[config.mk]
export PLATFORM = sky130hd
export DESIGN_NAME = hazard_ctrl
export DESIGN_NICKNAME = d
export VERILOG_FILES = /design/src/rtl/hazard_ctrl.sv
export SDC_FILE = /design/constraint.sdc
export NUM_CORES = 1
export LEC_CHECK = 0
export BUFFER_PORTS_ARGS = -buffer_cell sky130_fd_sc_hd__buf_2
export CAP_MARGIN = 20
export CORE_MARGIN = 4
export CORE_UTILIZATION = 49
export CTS_CLUSTER_SIZE = 16
export DETAILED_ROUTE_END_ITERATION = 12
export PLACE_DENSITY = 0.76
export SYNTH_ARGS = -nofsm -noshare
export SYNTH_HDL_FRONTEND = slang
export SYNTH_SLANG_ARGS = --single-unit
[constraint.sdc]
create_clock -name clk -period 2.75 [get_ports clk]
set_input_delay 0.55 -clock clk [delete_from_list [all_inputs] [get_ports clk]]
set_output_delay 0.55 -clock clk [all_outputs]
set_load 0.005 [all_outputs]
[src/rtl/hazard_ctrl.sv]
// -----------------------------------------------------------------------------
// hazard_ctrl -- pipeline hazard controller placed beside the instruction
// decoder.
//
// The controller tracks in-flight GRF writers in a Tnew scoreboard that covers
// the NSTAGE stages after D (entry 0 = E). Using that scoreboard it raises a
// D-stage stall when an operand is needed sooner than its producer can deliver
// it. It also picks a forwarding source for each operand. A separate busy
// counter models the multi-cycle mult/div unit and stalls MDU instructions in D.
//
// Optional build macro: HAZ_STATS_EN
//   When it is defined, the block adds output stall_cnt[31:0]. This counter
//   holds the number of stalled cycles, saturates at all-ones, and is cleared
//   by reset.
//
// Ports
//   clk        in   rising-edge clock
//   reset      in   asynchronous, active-high reset
//   D_rs/D_rt  in   source registers read by the D instruction
//   D_tuse_*   in   cycles until the operand is needed; all-ones = unused
//   D_wr       in   D instruction writes the GRF
//   D_a3       in   destination register of the D instruction
//   D_tnew     in   Tnew of the D instruction as it enters E
//   D_md       in   D instruction uses the MDU
//   D_flush    in   D instruction is nullified and enters E as a bubble
//   E_start    in   mult/div issued in E this cycle
//   E_is_div   in   qualifies E_start: 1 = div, 0 = mult
//   stall      out  freeze PC and F/D, insert a bubble into E
//   fwd_rs_sel out  0 = GRF, k = result of stage k-1
//   fwd_rt_sel out  same, for rt
//   md_busy    out  MDU counter nonzero or E_start high
//   stall_cnt  out  (HAZ_STATS_EN only) saturating stall-cycle counter
//
// All outputs are combinational from the registered state and the D inputs,
// so the decision is made in the same cycle as the D instruction.
// -----------------------------------------------------------------------------
module hazard_ctrl #(
    parameter int NSTAGE   = 3,
    parameter int TW       = 2,
    parameter int MULT_CYC = 5,
    parameter int DIV_CYC  = 10,
    parameter int CW       = 4,
    localparam int SELW    = $clog2(NSTAGE + 1)
) (
    input  logic            clk,
    input  logic            reset,
    input  logic [4:0]      D_rs,
    input  logic [4:0]      D_rt,
    input  logic [TW-1:0]   D_tuse_rs,
    input  logic [TW-1:0]   D_tuse_rt,
    input  logic            D_wr,
    input  logic [4:0]      D_a3,
    input  logic [TW-1:0]   D_tnew,
    input  logic            D_md,
    input  logic            D_flush,
    input  logic            E_start,
    input  logic            E_is_div,
    output logic            stall,
    output logic [SELW-1:0] fwd_rs_sel,
    output logic [SELW-1:0] fwd_rt_sel,
    output logic            md_busy
`ifdef HAZ_STATS_EN
    ,
    output logic [31:0]     stall_cnt
`endif
);

    // Result of looking one register up in the scoreboard.
    typedef struct packed {
        logic            hit;
        logic [SELW-1:0] idx;
        logic [TW-1:0]   tnew;
    } match_t;

    localparam logic [TW-1:0] TUSE_NONE = {TW{1'b1}};

    // -------------------------------------------------------------------------
    // State
    // -------------------------------------------------------------------------
    logic [NSTAGE-1:0]          v_q,    v_d;
    logic [NSTAGE-1:0][4:0]     a3_q,   a3_d;
    logic [NSTAGE-1:0][TW-1:0]  tnew_q, tnew_d;
    logic [CW-1:0]              cnt_q,  cnt_d;

    // -------------------------------------------------------------------------
    // Combinational intermediates
    // -------------------------------------------------------------------------
    match_t          rs_m_s;
    match_t          rt_m_s;
    logic            rs_use_s;
    logic            rt_use_s;
    logic            stall_rs_s;
    logic            stall_rt_s;
    logic            stall_md_s;
    logic            md_busy_s;
    logic            stall_s;
    logic [SELW-1:0] fwd_rs_s;
    logic [SELW-1:0] fwd_rt_s;

    // -------------------------------------------------------------------------
    // Helpers
    // -------------------------------------------------------------------------

    // Decrement a Tnew value, stopping at zero. A result is never "less than ready".
    function automatic logic [TW-1:0] dec_sat(input logic [TW-1:0] t);
        logic [TW-1:0] r;
        if (t == {TW{1'b0}}) begin
            r = {TW{1'b0}};
        end else begin
            r = t - {{(TW-1){1'b0}}, 1'b1};
        end
        return r;
    endfunction

    // Find the youngest valid entry that writes register r. The scan runs from
    // the oldest entry to the youngest, so a later (lower-index) hit overwrites
    // an earlier one. Older writers to the same register are shadowed.
    function automatic match_t lookup(
        input logic [4:0]                r,
        input logic [NSTAGE-1:0]         v,
        input logic [NSTAGE-1:0][4:0]    a3,
        input logic [NSTAGE-1:0][TW-1:0] tn
    );
        match_t m;
        m.hit  = 1'b0;
        m.idx  = {SELW{1'b0}};
        m.tnew = {TW{1'b0}};
        for (int i = NSTAGE - 1; i >= 0; i--) begin
            if (v[i] && (a3[i] == r)) begin
                m.hit  = 1'b1;
                m.idx  = SELW'(i);
                m.tnew = tn[i];
            end else begin
                m = m;
            end
        end
        return m;
    endfunction

    // -------------------------------------------------------------------------
    // Operand lookups
    // -------------------------------------------------------------------------

    // An operand takes part only if it is a real register and is actually read.
    always_comb begin
        rs_use_s = (D_rs != 5'd0) && (D_tuse_rs != TUSE_NONE);
        rt_use_s = (D_rt != 5'd0) && (D_tuse_rt != TUSE_NONE);
        rs_m_s   = lookup(D_rs, v_q, a3_q, tnew_q);
        rt_m_s   = lookup(D_rt, v_q, a3_q, tnew_q);
    end

    // Stall and forward decisions for rs.
    always_comb begin
        stall_rs_s = 1'b0;
        fwd_rs_s   = {SELW{1'b0}};
        if (rs_use_s && rs_m_s.hit) begin
            stall_rs_s = (rs_m_s.tnew > D_tuse_rs);
            if (rs_m_s.tnew == {TW{1'b0}}) begin
                fwd_rs_s = rs_m_s.idx + SELW'(1);
            end else begin
                fwd_rs_s = {SELW{1'b0}};
            end
        end else begin
            stall_rs_s = 1'b0;
            fwd_rs_s   = {SELW{1'b0}};
        end
    end

    // Stall and forward decisions for rt.
    always_comb begin
        stall_rt_s = 1'b0;
        fwd_rt_s   = {SELW{1'b0}};
        if (rt_use_s && rt_m_s.hit) begin
            stall_rt_s = (rt_m_s.tnew > D_tuse_rt);
            if (rt_m_s.tnew == {TW{1'b0}}) begin
                fwd_rt_s = rt_m_s.idx + SELW'(1);
            end else begin
                fwd_rt_s = {SELW{1'b0}};
            end
        end else begin
            stall_rt_s = 1'b0;
            fwd_rt_s   = {SELW{1'b0}};
        end
    end

    // MDU occupancy and the combined stall. E_start counts as busy in its issue
    // cycle, before the counter has been loaded.
    always_comb begin
        md_busy_s  = (cnt_q != {CW{1'b0}}) | E_start;
        stall_md_s = D_md & md_busy_s;
        stall_s    = stall_rs_s | stall_rt_s | stall_md_s;
    end

    // -------------------------------------------------------------------------
    // Scoreboard
    // -------------------------------------------------------------------------

    // Next scoreboard state. Every entry ages by one stage on each edge, even
    // while stalled. Only the insertion into E turns into a bubble, and a
    // stall together with a flush still inserts a single bubble.
    always_comb begin
        v_d    = v_q;
        a3_d   = a3_q;
        tnew_d = tnew_q;
        for (int i = 1; i < NSTAGE; i++) begin
            v_d[i]    = v_q[i-1];
            a3_d[i]   = a3_q[i-1];
            tnew_d[i] = dec_sat(tnew_q[i-1]);
        end
        if (stall_s || D_flush) begin
            v_d[0]    = 1'b0;
            a3_d[0]   = D_a3;
            tnew_d[0] = D_tnew;
        end else begin
            // Writes to $0 are discarded, so they must never produce a match.
            v_d[0]    = D_wr & (D_a3 != 5'd0);
            a3_d[0]   = D_a3;
            tnew_d[0] = D_tnew;
        end
    end

    // Scoreboard registers. Only the valid bits and Tnew values need a reset.
    always_ff @(posedge clk or posedge reset) begin
        if (reset) begin
            v_q    <= {NSTAGE{1'b0}};
            a3_q   <= '0;
            tnew_q <= '0;
        end else begin
            v_q    <= v_d;
            a3_q   <= a3_d;
            tnew_q <= tnew_d;
        end
    end

    // -------------------------------------------------------------------------
    // MDU busy counter
    // -------------------------------------------------------------------------

    // Next MDU count. A start is accepted only when the unit is idle. A start
    // that arrives while the count is nonzero does not reload the counter.
    always_comb begin
        cnt_d = cnt_q;
        if (E_start && (cnt_q == {CW{1'b0}})) begin
            if (E_is_div) begin
                cnt_d = CW'(DIV_CYC);
            end else begin
                cnt_d = CW'(MULT_CYC);
            end
        end else if (cnt_q != {CW{1'b0}}) begin
            cnt_d = cnt_q - {{(CW-1){1'b0}}, 1'b1};
        end else begin
            cnt_d = {CW{1'b0}};
        end
    end

    // MDU counter register.
    always_ff @(posedge clk or posedge reset) begin
        if (reset) begin
            cnt_q <= {CW{1'b0}};
        end else begin
            cnt_q <= cnt_d;
        end
    end

    // -------------------------------------------------------------------------
    // Outputs
    // -------------------------------------------------------------------------
    assign stall      = stall_s;
    assign fwd_rs_sel = fwd_rs_s;
    assign fwd_rt_sel = fwd_rt_s;
    assign md_busy    = md_busy_s;

`ifdef HAZ_STATS_EN
    logic [31:0] stall_cnt_q, stall_cnt_d;

    // Next stall-cycle count. It saturates instead of wrapping.
    always_comb begin
        if (stall_s && (stall_cnt_q != 32'hFFFF_FFFF)) begin
            stall_cnt_d = stall_cnt_q + 32'd1;
        end else begin
            stall_cnt_d = stall_cnt_q;
        end
    end

    // Stall-cycle counter register.
    always_ff @(posedge clk or posedge reset) begin
        if (reset) begin
            stall_cnt_q <= 32'd0;
        end else begin
            stall_cnt_q <= stall_cnt_d;
        end
    end

    assign stall_cnt = stall_cnt_q;
`endif

endmodule

== Word-level counts from Yosys, hierarchy flattened ==
Cells that the tools add are included.
Widths: inputs -> output; s select.

* Bits of input ports: 28
* Bits in registers: 28
* Word-level logic and storage cells: 67
* Output and inout port bits: 6

* Equality and inequality tests: 8
* Order comparisons: 2
* $add $sub $neg: 5
* Bitwise logic cells: 5
* Reductions and logical operators: 21
* Muxes and demuxes: 18

{| class="wikitable"
|+ Operators by type and width
! cell !! number
|-
| $eq 5x5->1 || 6
|-
| $mux 5 || 6
|-
| $reduce_bool 5->1 || 3
|-
| $mux 2 || 6
|-
| $mux 4 || 3
|-
| $logic_and 1x1->1 || 11
|-
| $logic_not 2->1 || 4
|-
| $add 2x1->2 const B || 2
|-
| $gt 2x2->1 || 2
|-
| $logic_not 4->1 || 1
|-
| $ne 2x2->1 const B || 2
|-
| $reduce_bool 4->1 || 1
|-
| $sub 2x1->2 const B || 2
|-
| $sub 4x1->4 const B || 1
|-
| $mux 1 || 3
|-
| $or 1x1->1 || 3
|-
| $and 1x1->1 || 2
|-
| $logic_or 1x1->1 || 1
|}

== Longest topological paths before layout ==
* Word-level depth: 11
* Depth in mapped cells: 11
* Gate-level depth less buffers: 11

== Least setup slack after synthesis ==
No wires, ideal clock.

* Path type: input-to-output
* Start point: input port D_rs[4]
* End point: output port stall
* Cell stages on the path: 9
* Arrival time: 2.235 ns
* Data required time: 2.200 ns
* Slack: -0.035 ns
* Path buffers: 0
* Path through: xnor2_1 nand4_2 or3_1 a31oi_2 inv_1 ha_1 a211oi_1 o31ai_1 nand3_1

* Longest elaborated chain between the ends: 9
* Elaborated cells on any way between the ends: 16
* Those cells by class: order compare (1); eq/ne (3); mux (4); bitwise (2); reduce/logical (6)

{| class="wikitable"
|+ RTL lines
! what !! RTL line !! text
|-
| from (decl) || 47 || <nowiki>input logic [4:0] D_rs,</nowiki>
|-
| $eq 5x5->1 || 129 || <nowiki>if (v[i] && (a3[i] == r)) begin</nowiki>
|-
| $logic_and 1x1->1 || 129 ||
|-
| $mux 5 (3 in series) || 129 ||
|-
| $gt 2x2->1 or $logic_and 1x1->1 (tied branches) || 157, 156 ||
|-
| $mux 1 * || 156 || <nowiki>if (rs_use_s && rs_m_s.hit) begin</nowiki>
|-
| $or 1x1->1 * (2 in series) || 191 || <nowiki>stall_s = stall_rs_s | stall_rt_s | stall_md_s;</nowiki>
|-
| to (decl) || 58 || <nowiki>output logic stall,</nowiki>
|}

Every way passes the cells marked *; elsewhere a longest branch is shown, timed or not.

== Worst setup path in the final report ==
* Start point: register a3_q, in the netlist a3_d[10]
* End point: output port stall

* Longest elaborated chain between the ends: 8
* Elaborated cells on any way between the ends: 16
* Those cells by class: order compare (2); eq/ne (2); mux (6); bitwise (2); reduce/logical (4)

{| class="wikitable"
|+ RTL lines
! what !! RTL line !! text
|-
| from (decl) || 81 || <nowiki>logic [NSTAGE-1:0][4:0] a3_q, a3_d;</nowiki>
|-
| from (signal assigned) || 226 || <nowiki>a3_q <= '0;</nowiki>
|-
| from (signal assigned) || 230 || <nowiki>a3_q <= a3_d;</nowiki>
|-
| $eq 5x5->1 || 129 ||
|-
| $logic_and 1x1->1 || 129 ||
|-
| $mux 5 (2 in series) || 129 ||
|-
| $gt 2x2->1 (tied with other cells) || 157 || <nowiki>stall_rs_s = (rs_m_s.tnew > D_tuse_rs);</nowiki>
|-
| $mux 1, on equally long branches || 156, 173 ||
|-
| $or 1x1->1 * (2 in series) || 191 ||
|}

Marks and branches as above.

==> impl_metrics.csv <==
group,metric,value,unit
placement,dpl_worst_slack,-0.3223,ns
cts,worst_skew_pair.late_latency,0.32,ns
logic_synthesis,yosysWarnings,0,
power_and_ir_drop,power,0.9510,mW
detailed_routing,wl_per_cell,16.37,µm
power_and_ir_drop,part_of_the_power_in_combinational_logic,28.7,%
critical_path,worstPathRequired,2.20,ns
timing,highest_clock_rate,0.3112,GHz
power_and_ir_drop,psw,0.3074,mW
timing,fin_worst_hold_slack,0.2550,ns
logic_synthesis,library_cell_occupying_the_most_area_in_the_post_synthesis_netlist,"dfrtp_1",
global_routing,grtUsageMet2,36.67,%
power_and_ir_drop,power_frac_clock,17.4,%
logic_synthesis,asyncSetResetFlopFracSynth,100.0,%
logic_synthesis,yosysSeqAreaShare,43.04,%
logic_synthesis,yosys-top-cells-area,"dfrtp_1, xnor2_1, xor2_1",
critical_path,critical_path.max_fanout,3,
timing,final.setup.worst_slack,-0.4638,ns
min_path,hold_path_class,"input pin to asynchronous set/reset pin",
timing,slew_headroom,74.55,%
logic_synthesis,synth_ff_type,"dfrtp_1",
cts,cts.sink_count,28,
cts,cts.clk_slew.worst_paths,0.14,ns
logic_synthesis,ys_ff_latch,28,
logic_synthesis,synth_fp_nets,197,
run_status,violations,"negative setup slack",
critical_path,worst_path_largest_cell_delay,0.45,ns
logic_synthesis,mappedNetlistArea,0.001628,mm²
detailed_routing,drcViolationCount,0,
timing,rsz0062_at_grt,"yes",
critical_path,timing.critical_path.cells,"buf_6 > xnor2_2 > nand2_2 > or3_4 > a31oi_4 > inv_2 > ha_4 > a211oi_2 > o31ai_2 > nand3_1 > buf_2",
global_routing,grtUsageMet3,2.222,%
floorplanning,number_of_ports_placed_on_the_die_boundary,34,
cts,tritoncts,"done",
critical_path,cp.buffers_inverters,3,
power_and_ir_drop,p_int,0.6437,mW
run_status,run_status,"finished, violations left",
floorplanning,die_area,0.004308,mm²
power_and_ir_drop,p_leak,1.056,nW
cells_and_area,drive_gt1_share,50.43,%
logic_synthesis,syn_inst,165,
critical_path,timing.setup.critical_path_class,"flop to output pin",
timing,tightest_slew,0.3788,ns
power_and_ir_drop,power.share.switching,32.32,%
global_routing,grt.met1_usage,24.51,%
timing,setup_viol_count_final,5,
cts,maximum_buffer_depth_of_the_clock_tree,2,
detailed_routing,drt-total-wl,4519,µm
floorplanning,num_rows,20,
logic_synthesis,synth.lib_cells_used.distinct,38,
logic_synthesis,synth-edff-count,0,
global_routing,number_of_global_route_vias_before_repair,1516,
floorplanning,floorplan.initialDensity,52.46,%
global_routing,grt_start_max_net_pins,29,
run,cap_violations,0,
global_routing,antenna_found_initial,0,
critical_path,cpMaxStageDelayCell,"dfrtp_1",
detailed_routing,drtIter0Drc,60,
logic_synthesis,synth_top_cell_area_share,43.04,%
global_routing,globalRouteOverflowTotal,0,
cts,htreeDepth,1,
placement,place_hpwl,3267,µm
timing,timing.clock.skew,0.002667,ns
cells_and_area,final_nets,266,
cells_and_area,flow.area_growth_from_synthesis,44.97,%
detailed_routing,viasPerCell,5.558,
power_and_ir_drop,power.ir.vdd_worst,337.5,µV
timing,report.final.hold_viol_count,0,
cts,cts-buffers-inserted,3,
power_and_ir_drop,seq_power_share,54.0,%
global_routing,grt_first_pass_wirelength,6727,µm
detailed_routing,route.antenna.remaining_nets,0,
power_and_ir_drop,power-per-cell-area,403.0,mW/mm²
floorplanning,width_of_the_die,65.64,µm
critical_path,start_kind,"flop",
detailed_routing,num_vias,1534,
floorplanning,die_height,65.64,µm
timing,finalCriticalPeriod,3.214,ns
placement,io_buffer_count,33,
timing,slew_violations,0,
global_routing,track_usage,20.28,%
floorplanning,design.core.area,0.003103,mm²
global_routing,busiest_metal_layer_after_global_routing,"met2",
critical_path,critical-path-top-delay-family,"simple AND/OR/NAND/NOR gates",
cells_and_area,ant_cells,0,
timing,timing.final.crit_share,116.9,%
cts,clk_root_buffer_cell,"clkbuf_4",
placement,place.gp.congestion,0.8768,
critical_path,crit_path_end_kind,"output pin",
detailed_routing,detail_route.first_pass.iterations,4,
critical_path,cp.arrival,2.66,ns
logic_synthesis,synth.avg_cell_area,9.866,µm²
layout make-up:
cell class                 count  area, µm²
timing repair buffer          64      401.6
multi-input combinational    128       1137
sequential                    28      709.4
clock buffer                   3      22.52
inverter                       9      33.78
fill                         221      743.2
tap                           44      55.05
layer usage:
metal | share of wire, % | vias to the layer above
li1 | - | 719
met4 | 1.9 | 0
met5 | 0 | -
met1 | 40 | 745
met3 | 4.9 | 9
met2 | 53 | 61
sequential cells by signal, summed over array words and instances (netlist names):
name,count
a3_q,5
cnt_q,4
a3_d,10
tnew_q,6
v_q,3
synthesized netlist by cell type (3+ instances only):
cell,instances
and3_1,3
a21oi_1,4
nor2_1,12
dfrtp_1,28
or3_1,3
nand2_1,17
ha_1,4
xor2_1,10
xnor2_1,19
inv_1,9
nor3_1,12
nand4_1,4
o211ai_1,3
logic make-up after synthesis:
group / synth area share [%]
muxes: 0.6917
buffers and inverters: 2.075
xor gates and xnor gates: 16.60
and+or+nand+nor: 23.52
adders and majority gates: 3.075
AOI/OAI and AO/OA: 10.99
DFF: 43.04
worst min-delay path, cell delays in order:
cell   delay [ns]
buf_2        0.09
inv_1        0.04
buf_4        0.32
metrics by stage:
step           cell area, µm²  TNS (ns)  cells  utilization, %
2_1_floorplan            1648         0    165               -
3_3_place_gp             2063   -0.3028    268           66.49
3_5_place_dp             2063   -0.3381    268           66.49
4_1_cts                  2183   -0.4873    274           70.36
5_1_grt                  2360    -1.364    276           76.05
6_report                 2360   -0.7765    276           76.05
what timing repair did:
item	CTS	global route
pin swaps	12	15
setup endpoints to repair	4	5
hold buffers	0	0
gates resized for setup	12	30
setup buffers	3	4
power by group through the flow:
| stage | clock network, mW | logic (mW) | registers [mW] |
|---|---|---|---|
| 4_1_cts | 0.165 | 0.247 | 0.506 |
| 3_3_place_gp | 0 | 0.223 | 0.510 |
| 2_1_floorplan | 0 | 0.146 | 0.500 |
| 5_1_grt | 0.183 | 0.301 | 0.520 |
| 6_report | 0.165 | 0.273 | 0.513 |
| 3_5_place_dp | 0 | 0.238 | 0.514 |
path summary, 6_finish.rpt:
kind / end / slack (ns) / depth (start not counted) / start
hold reg to reg: v_q[1] / 0.44 / 0 / v_q[0]
min in group clk: tnew_q[1] / 0.32 / 1 / D_tnew[1]
hold / removal: a3_d[5] / 0.26 / 3 / reset
setup reg to reg: v_q[0] / 0.34 / 9 / a3_d[5]
setup / recovery: stall / -0.46 / 11 / a3_d[10]
max in group asynchronous: a3_d[11] / 2.22 / 3 / reset
layout by cell type (no fill, tap or decap), drive strengths merged, types with 4 or more instances in the layout:
master  instances
ha              4
nor3           13
inv             9
a21oi           4
nand4           5
buf            64
o21ai           5
o211ai          4
xnor2          20
xor2           10
nor2           12
nand2          17
a31oi           4
dfrtp          28
Note: power is estimated with default switching activity, not from simulation.
